### config.mk
export PLATFORM = sky130hd
export DESIGN_NAME = serial_subtractor
export DESIGN_NICKNAME = d
export VERILOG_FILES = /design/src/rtl/serial_subtractor_pkg.sv /design/src/rtl/full_subtractor.sv /design/src/rtl/serial_subtractor.sv
export SDC_FILE = /design/constraint.sdc
export NUM_CORES = 1
export LEC_CHECK = 0
export CAP_MARGIN = 0
export CORE_ASPECT_RATIO = 1.25
export CORE_UTILIZATION = 54
export DETAILED_ROUTE_END_ITERATION = 16
export PLACE_DENSITY = 0.82
export SLEW_MARGIN = 10
export SYNTH_ARGS = -nofsm -noshare
export SYNTH_HDL_FRONTEND = slang
export SYNTH_SLANG_ARGS = --single-unit
### constraint.sdc
create_clock -name clk -period 2.6 [get_ports clk]
set_input_delay 0.26 -clock clk [delete_from_list [all_inputs] [get_ports clk]]
set_output_delay 0.26 -clock clk [all_outputs]
set_load 0.02 [all_outputs]
### src/rtl/serial_subtractor_pkg.sv
// Shared types and constants for the bit-serial subtractor.
// Provides the FSM state encoding and the default operand width.
package serial_subtractor_pkg;

   localparam int SS_WIDTH = 8;

   typedef enum logic [1:0] {
      IDLE  = 2'd0,
      SHIFT = 2'd1,
      DONE  = 2'd2
   } state_e;

endpackage

### src/rtl/full_subtractor.sv
// One-bit full subtractor cell: diff = a - b - borrow_in.
// Ports: a, b, borrow_in in; diff, borrow_out out.
module full_subtractor (
   input  logic a,
   input  logic b,
   input  logic borrow_in,
   output logic diff,
   output logic borrow_out
);

   assign diff       = a ^ b ^ borrow_in;
   assign borrow_out = (~a & b) | (~a & borrow_in) | (b & borrow_in);

endmodule

### src/rtl/serial_subtractor.sv
// Bit-serial a - b - borrow_in, LSB first, one bit per clock.
// Ports: valid/ready operand input (a, b, borrow_in), valid/ready result output (diff, borrow_out, zero).
module serial_subtractor
   import serial_subtractor_pkg::*;
#(
   parameter int WIDTH = SS_WIDTH
) (
   input  logic             clk,
   input  logic             rst_n,
   input  logic             in_valid,
   output logic             in_ready,
   input  logic [WIDTH-1:0] a,
   input  logic [WIDTH-1:0] b,
   input  logic             borrow_in,
   output logic             out_valid,
   input  logic             out_ready,
   output logic [WIDTH-1:0] diff,
   output logic             borrow_out,
   output logic             zero
);

   localparam int CW = (WIDTH > 1) ? $clog2(WIDTH) : 1;
   localparam logic [CW-1:0] LAST = CW'(WIDTH - 1);

   state_e           state_q;
   logic [WIDTH-1:0] a_sh_q;
   logic [WIDTH-1:0] b_sh_q;
   logic [WIDTH-1:0] dsh_q;
   logic [WIDTH-1:0] dsh_d;
   logic [WIDTH-1:0] diff_q;
   logic [CW-1:0]    cnt_q;
   logic             brw_q;
   logic             bo_q;
   logic             zero_q;
   logic             cell_d;
   logic             cell_b;

   full_subtractor u_cell (
      .a          (a_sh_q[0]),
      .b          (b_sh_q[0]),
      .borrow_in  (brw_q),
      .diff       (cell_d),
      .borrow_out (cell_b)
   );

   // Result enters at the MSB so bit i lands in position i after WIDTH shifts.
   generate
      if (WIDTH == 1) begin : g_w1
         assign dsh_d = cell_d;
      end else begin : g_wn
         assign dsh_d = {cell_d, dsh_q[WIDTH-1:1]};
      end
   endgenerate

   assign in_ready   = (state_q == IDLE) && rst_n;
   assign out_valid  = (state_q == DONE);
   assign diff       = diff_q;
   assign borrow_out = bo_q;
   assign zero       = zero_q;

   always_ff @(posedge clk or negedge rst_n) begin
      if (!rst_n) begin
         state_q <= IDLE;
         a_sh_q  <= '0;
         b_sh_q  <= '0;
         dsh_q   <= '0;
         diff_q  <= '0;
         cnt_q   <= '0;
         brw_q   <= 1'b0;
         bo_q    <= 1'b0;
         zero_q  <= 1'b0;
      end else begin
         case (state_q)
            IDLE: begin
               if (in_valid) begin
                  a_sh_q  <= a;
                  b_sh_q  <= b;
                  brw_q   <= borrow_in;
                  cnt_q   <= '0;
                  dsh_q   <= '0;
                  state_q <= SHIFT;
               end
            end
            SHIFT: begin
               dsh_q  <= dsh_d;
               a_sh_q <= a_sh_q >> 1;
               b_sh_q <= b_sh_q >> 1;
               brw_q  <= cell_b;
               if (cnt_q == LAST) begin
                  diff_q  <= dsh_d;
                  bo_q    <= cell_b;
                  zero_q  <= ~|dsh_d;
                  state_q <= DONE;
               end else begin
                  cnt_q <= cnt_q + 1'b1;
               end
            end
            DONE: begin
               if (out_ready) state_q <= IDLE;
            end
            default: state_q <= IDLE;
         endcase
      end
   end

endmodule

==> flow_results.xml <==
<?xml version="1.0" encoding="UTF-8"?>
<metrics>
  <group name="clocking">
    <metric name="tritoncts" unit="">yes</metric>
    <metric name="cts_hold_buf" unit="">0</metric>
    <metric name="cts_resized" unit="">0</metric>
    <metric name="cts_root_buffer" unit="">sky130_fd_sc_hd__clkbuf_8</metric>
    <metric name="clk_path_buf_depth" unit="">2</metric>
    <metric name="clock_insertion_delay_worst_skew" unit="ns">0.30</metric>
    <metric name="number_of_buffers_created_by_cts" unit="">5</metric>
    <metric name="clkSinkCount" unit="">39</metric>
    <metric name="maximum_level_of_the_cts_h_tree" unit="">2</metric>
    <metric name="cts.clk_slew.worst_paths" unit="ns">0.07</metric>
    <metric name="post-cts-setup-buffer-count" unit="">0</metric>
  </group>
  <group name="hold_path">
    <metric name="worst_hold_path_type" unit="">in -&gt; async</metric>
  </group>
  <group name="logic_synthesis">
    <metric name="synth.avg_cell_area" unit="um2">12.4</metric>
    <metric name="yosysUniqueCellTypes" unit="">30</metric>
    <metric name="synth-edff-count" unit="">0</metric>
    <metric name="yosys_register_bits" unit="">39</metric>
    <metric name="async_sr_flop_fraction" unit="">1.00</metric>
    <metric name="dominantRegCellSynth" unit="">sky130_fd_sc_hd__dfrtp_1</metric>
    <metric name="mappedNetlistArea" unit="um2">1850</metric>
    <metric name="netlist_instances" unit="">149</metric>
    <metric name="synthesis.nets" unit="">173</metric>
    <metric name="ys_warn_count" unit="">0</metric>
    <metric name="sequential_area_share_after_synthesis" unit="">0.527</metric>
  </group>
  <group name="setup_path">
    <metric name="worst_setup_path_end_kind" unit="">output port</metric>
    <metric name="critPathKind" unit="">reg -&gt; out</metric>
    <metric name="critPathRequiredTime" unit="ns">2.34</metric>
    <metric name="worst_path_largest_cell_delay" unit="ns">0.60</metric>
    <metric name="critPathMaxFanout" unit="">7</metric>
    <metric name="timing.critical_path.buf_inv" unit="">1</metric>
    <metric name="largest_delay_share_family_worst_path" unit="">buffers and inverters</metric>
    <metric name="startpoint_type" unit="">flop</metric>
    <metric name="crit_arrival" unit="ns">1.70</metric>
    <metric name="cp_cell_sequence" unit="">nor2_1, and2_1, clkdlybuf4s50_1</metric>
    <metric name="crit_path_top_delay_cell" unit="">sky130_fd_sc_hd__clkdlybuf4s50_1</metric>
  </group>
  <group name="sta">
    <metric name="totalNegativeSetupSlack" unit="ns">0</metric>
    <metric name="timing.slew.headroom" unit="">0.603</metric>
    <metric name="worst-slew-pin-transition" unit="ns">0.593</metric>
    <metric name="rsz_0062_raised_after_global_routing" unit="">no</metric>
    <metric name="fin_crit" unit="ns">1.96</metric>
    <metric name="min_period_over_period" unit="">0.756</metric>
    <metric name="hold_viol" unit="">0</metric>
    <metric name="timing.final.setup_violations" unit="">0</metric>
    <metric name="finalMaxSlewViolations" unit="">0</metric>
    <metric name="skew" unit="ns">0.00662</metric>
    <metric name="fmaxAchievable" unit="MHz">509</metric>
  </group>
  <group name="global_routing">
    <metric name="grt_start_max_net_pins" unit="">40</metric>
    <metric name="global_route.usage.met3" unit="">0.0608</metric>
    <metric name="grt_first_pass_wirelength" unit="mm">6.04</metric>
    <metric name="grt_most_used_layer" unit="">met2</metric>
    <metric name="antenna_found_initial" unit="">0</metric>
    <metric name="grtUsageMet1" unit="">0.293</metric>
    <metric name="global_route.overflow_total" unit="">0</metric>
    <metric name="first_global_vias" unit="">1329</metric>
    <metric name="grt_util_met2" unit="">0.383</metric>
    <metric name="gr-usage-all-layers" unit="">0.235</metric>
  </group>
  <group name="placement">
    <metric name="finalWeightedCongestion" unit="">0.753</metric>
    <metric name="place.port_buffers" unit="">32</metric>
    <metric name="place.detailed.hpwl" unit="mm">2.41</metric>
  </group>
  <group name="run_status">
    <metric name="status" unit="">complete, no violations</metric>
  </group>
  <group name="pwr">
    <metric name="design_power_total" unit="mW">2.52</metric>
    <metric name="seq_power_share" unit="">0.413</metric>
    <metric name="peakVddDrop" unit="V">0.000781</metric>
    <metric name="p_sw" unit="mW">0.889</metric>
    <metric name="static_leak" unit="nW">1.02</metric>
    <metric name="power.share.combinational" unit="">0.407</metric>
    <metric name="share_clk_of_total_power" unit="">0.180</metric>
    <metric name="power_per_cell_area" unit="nW/um2">1120</metric>
    <metric name="sw_frac" unit="">0.353</metric>
    <metric name="power_report.internal_total" unit="mW">1.63</metric>
  </group>
  <group name="floorplan">
    <metric name="chipWidth" unit="um">54.4</metric>
    <metric name="die_y" unit="um">67.5</metric>
    <metric name="fp.dieArea" unit="um2">3670</metric>
    <metric name="core.rowCount" unit="">23</metric>
    <metric name="start_util" unit="">0.569</metric>
    <metric name="floorplan.core_area" unit="um2">3250</metric>
    <metric name="top_level_ports" unit="">33</metric>
  </group>
  <group name="cells_and_area">
    <metric name="num-nets-final" unit="">205</metric>
    <metric name="area_growth" unit="%">21.6</metric>
    <metric name="layout-drive-gt1-share" unit="">0.242</metric>
    <metric name="n_antenna_cell" unit="">0</metric>
    <metric name="fillerInstances" unit="">251</metric>
    <metric name="utilization" unit="">0.692</metric>
  </group>
  <group name="run">
    <metric name="maxCapViolations" unit="">0</metric>
  </group>
  <group name="drt">
    <metric name="first_pass_iters" unit="">4</metric>
    <metric name="post_drt_via_cell_ratio" unit="">5.80</metric>
    <metric name="route.antenna.remaining_nets" unit="">0</metric>
    <metric name="route.final.wire_length" unit="mm">3.39</metric>
    <metric name="detail_route.iter0.violations" unit="">17</metric>
    <metric name="detail_route.wl_per_cell" unit="um">15.5</metric>
    <metric name="drc_errors" unit="">0</metric>
    <metric name="via_total_after_detailed_routing" unit="">1271</metric>
  </group>
</metrics>
Yosys cell counts (3+ instances only):
cell	count	area, um2
sky130_fd_sc_hd__dfrtp_1	39	976
sky130_fd_sc_hd__nand2_1	21	78.8
sky130_fd_sc_hd__a22o_1	11	96.3
sky130_fd_sc_hd__o21ai_0	11	55.1
sky130_fd_sc_hd__a22oi_2	9	113
sky130_fd_sc_hd__o21ai_2	9	78.8
sky130_fd_sc_hd__inv_1	5	18.8
sky130_fd_sc_hd__mux2_4	5	75.1
sky130_fd_sc_hd__a22oi_1	4	30.0
sky130_fd_sc_hd__buf_4	4	30.0
sky130_fd_sc_hd__mux2_2	4	45.0
sky130_fd_sc_hd__a21oi_1	3	15.0
sky130_fd_sc_hd__nor2_1	3	11.3
power groups by stage:
stage	Sequential [mW]	Combinational, mW	Clock (mW)
after floorplan	1.07	0.740	0
after global placement	1.03	0.999	0
after detailed placement	1.05	1.04	0
after CTS	1.04	1.04	0.467
after global routing	1.08	1.15	0.483
final	1.04	1.02	0.452
sequential cells by signal, summed over array words and instances, names as in the netlist:
name	cells
a_sh_q	8
b_sh_q	8
borrow_out	1
brw_q	1
cnt_q	3
diff	8
dsh_q	7
state_q	2
zero	1
cells in the final DEF, fill, tap and decap left out:
cell type,count
sky130_fd_sc_hd__a21oi_1,3
sky130_fd_sc_hd__a22o_1,11
sky130_fd_sc_hd__a22oi_1,4
sky130_fd_sc_hd__a22oi_2,9
sky130_fd_sc_hd__a2bb2oi_1,1
sky130_fd_sc_hd__a32o_1,1
sky130_fd_sc_hd__and2_1,1
sky130_fd_sc_hd__and3b_2,2
sky130_fd_sc_hd__buf_2,1
sky130_fd_sc_hd__buf_4,3
sky130_fd_sc_hd__clkbuf_8,7
sky130_fd_sc_hd__clkdlybuf4s50_1,31
sky130_fd_sc_hd__clkinvlp_4,1
sky130_fd_sc_hd__dfrtp_1,39
sky130_fd_sc_hd__fa_1,1
sky130_fd_sc_hd__ha_1,2
sky130_fd_sc_hd__inv_1,5
sky130_fd_sc_hd__mux2_2,4
sky130_fd_sc_hd__mux2_4,5
sky130_fd_sc_hd__nand2_1,21
sky130_fd_sc_hd__nand2b_1,1
sky130_fd_sc_hd__nand3b_4,1
sky130_fd_sc_hd__nor2_1,3
sky130_fd_sc_hd__nor2b_1,1
sky130_fd_sc_hd__nor2b_4,1
sky130_fd_sc_hd__nor4_1,1
sky130_fd_sc_hd__nor4b_1,1
sky130_fd_sc_hd__o21ai_0,11
sky130_fd_sc_hd__o21ai_2,9
sky130_fd_sc_hd__o21bai_4,1
worst reg2reg max path, delay by kind of cell, from the launching register on:
| family | cells | cell delay, ns |
|---|---|---|
| DFF | 1 | 0.41 |
| and+or+nand+nor | 1 | 0.22 |
| muxes | 1 | 0.37 |
| adders and majority gates | 2 | 0.49 |
cell families after synthesis:
family,synth area share
buf+inv,0.0575
fa+ha+maj,0.0243
compound gates,0.230
simple gates,0.0960
mux,0.0649
flops,0.527
per-stage QoR:
stage	hold WS (ns)	worst slack [ns]	instance area [um2]	std cells
final	0.0431	0.635	2250	219
after global routing	0.0933	0.526	2250	219
after CTS	0.0549	0.611	2250	219
after detailed placement	0.383	0.857	2150	211
after global placement	0.379	0.943	2150	211
after floorplan	-0.0356	1.11	1850	149
path summary, 6_finish.rpt:
path	startpoint	end	slack, ns	cells after the start
worst min register to register	a_sh_q[1]	a_sh_q[1]	0.49	2
worst min-delay path	rst_n	cnt_q[1]	0.04	2
min in group clk	a_sh_q[1]	a_sh_q[1]	0.49	2
worst max-delay path	state_q[0]	in_ready	0.64	3
max in group asynchronous	rst_n	state_q[0]	2.21	2
worst max register to register	cnt_q[0]	diff[1]	1.00	4
per-layer routing:
| metal | share of wire | vias up |
|---|---|---|
| li1 | - | 601 |
| met1 | 0.41 | 628 |
| met2 | 0.52 | 36 |
| met3 | 0.048 | 6 |
| met4 | 0.019 | 0 |
| met5 | 0 | - |
final cells by class:
cell class | instances | area (um2) | share of cell area
clock buffers | 7 | 96.3 | 0.0428
clock inverters | 1 | 7.51 | 0.00334
inverters | 5 | 18.8 | 0.00834
multi-input cells | 95 | 768 | 0.341
flip-flops and latches | 39 | 976 | 0.434
well taps | 37 | 46.3 | 0.0206
repair buffers | 35 | 338 | 0.150
Note: power is estimated with default switching activity, not from simulation.
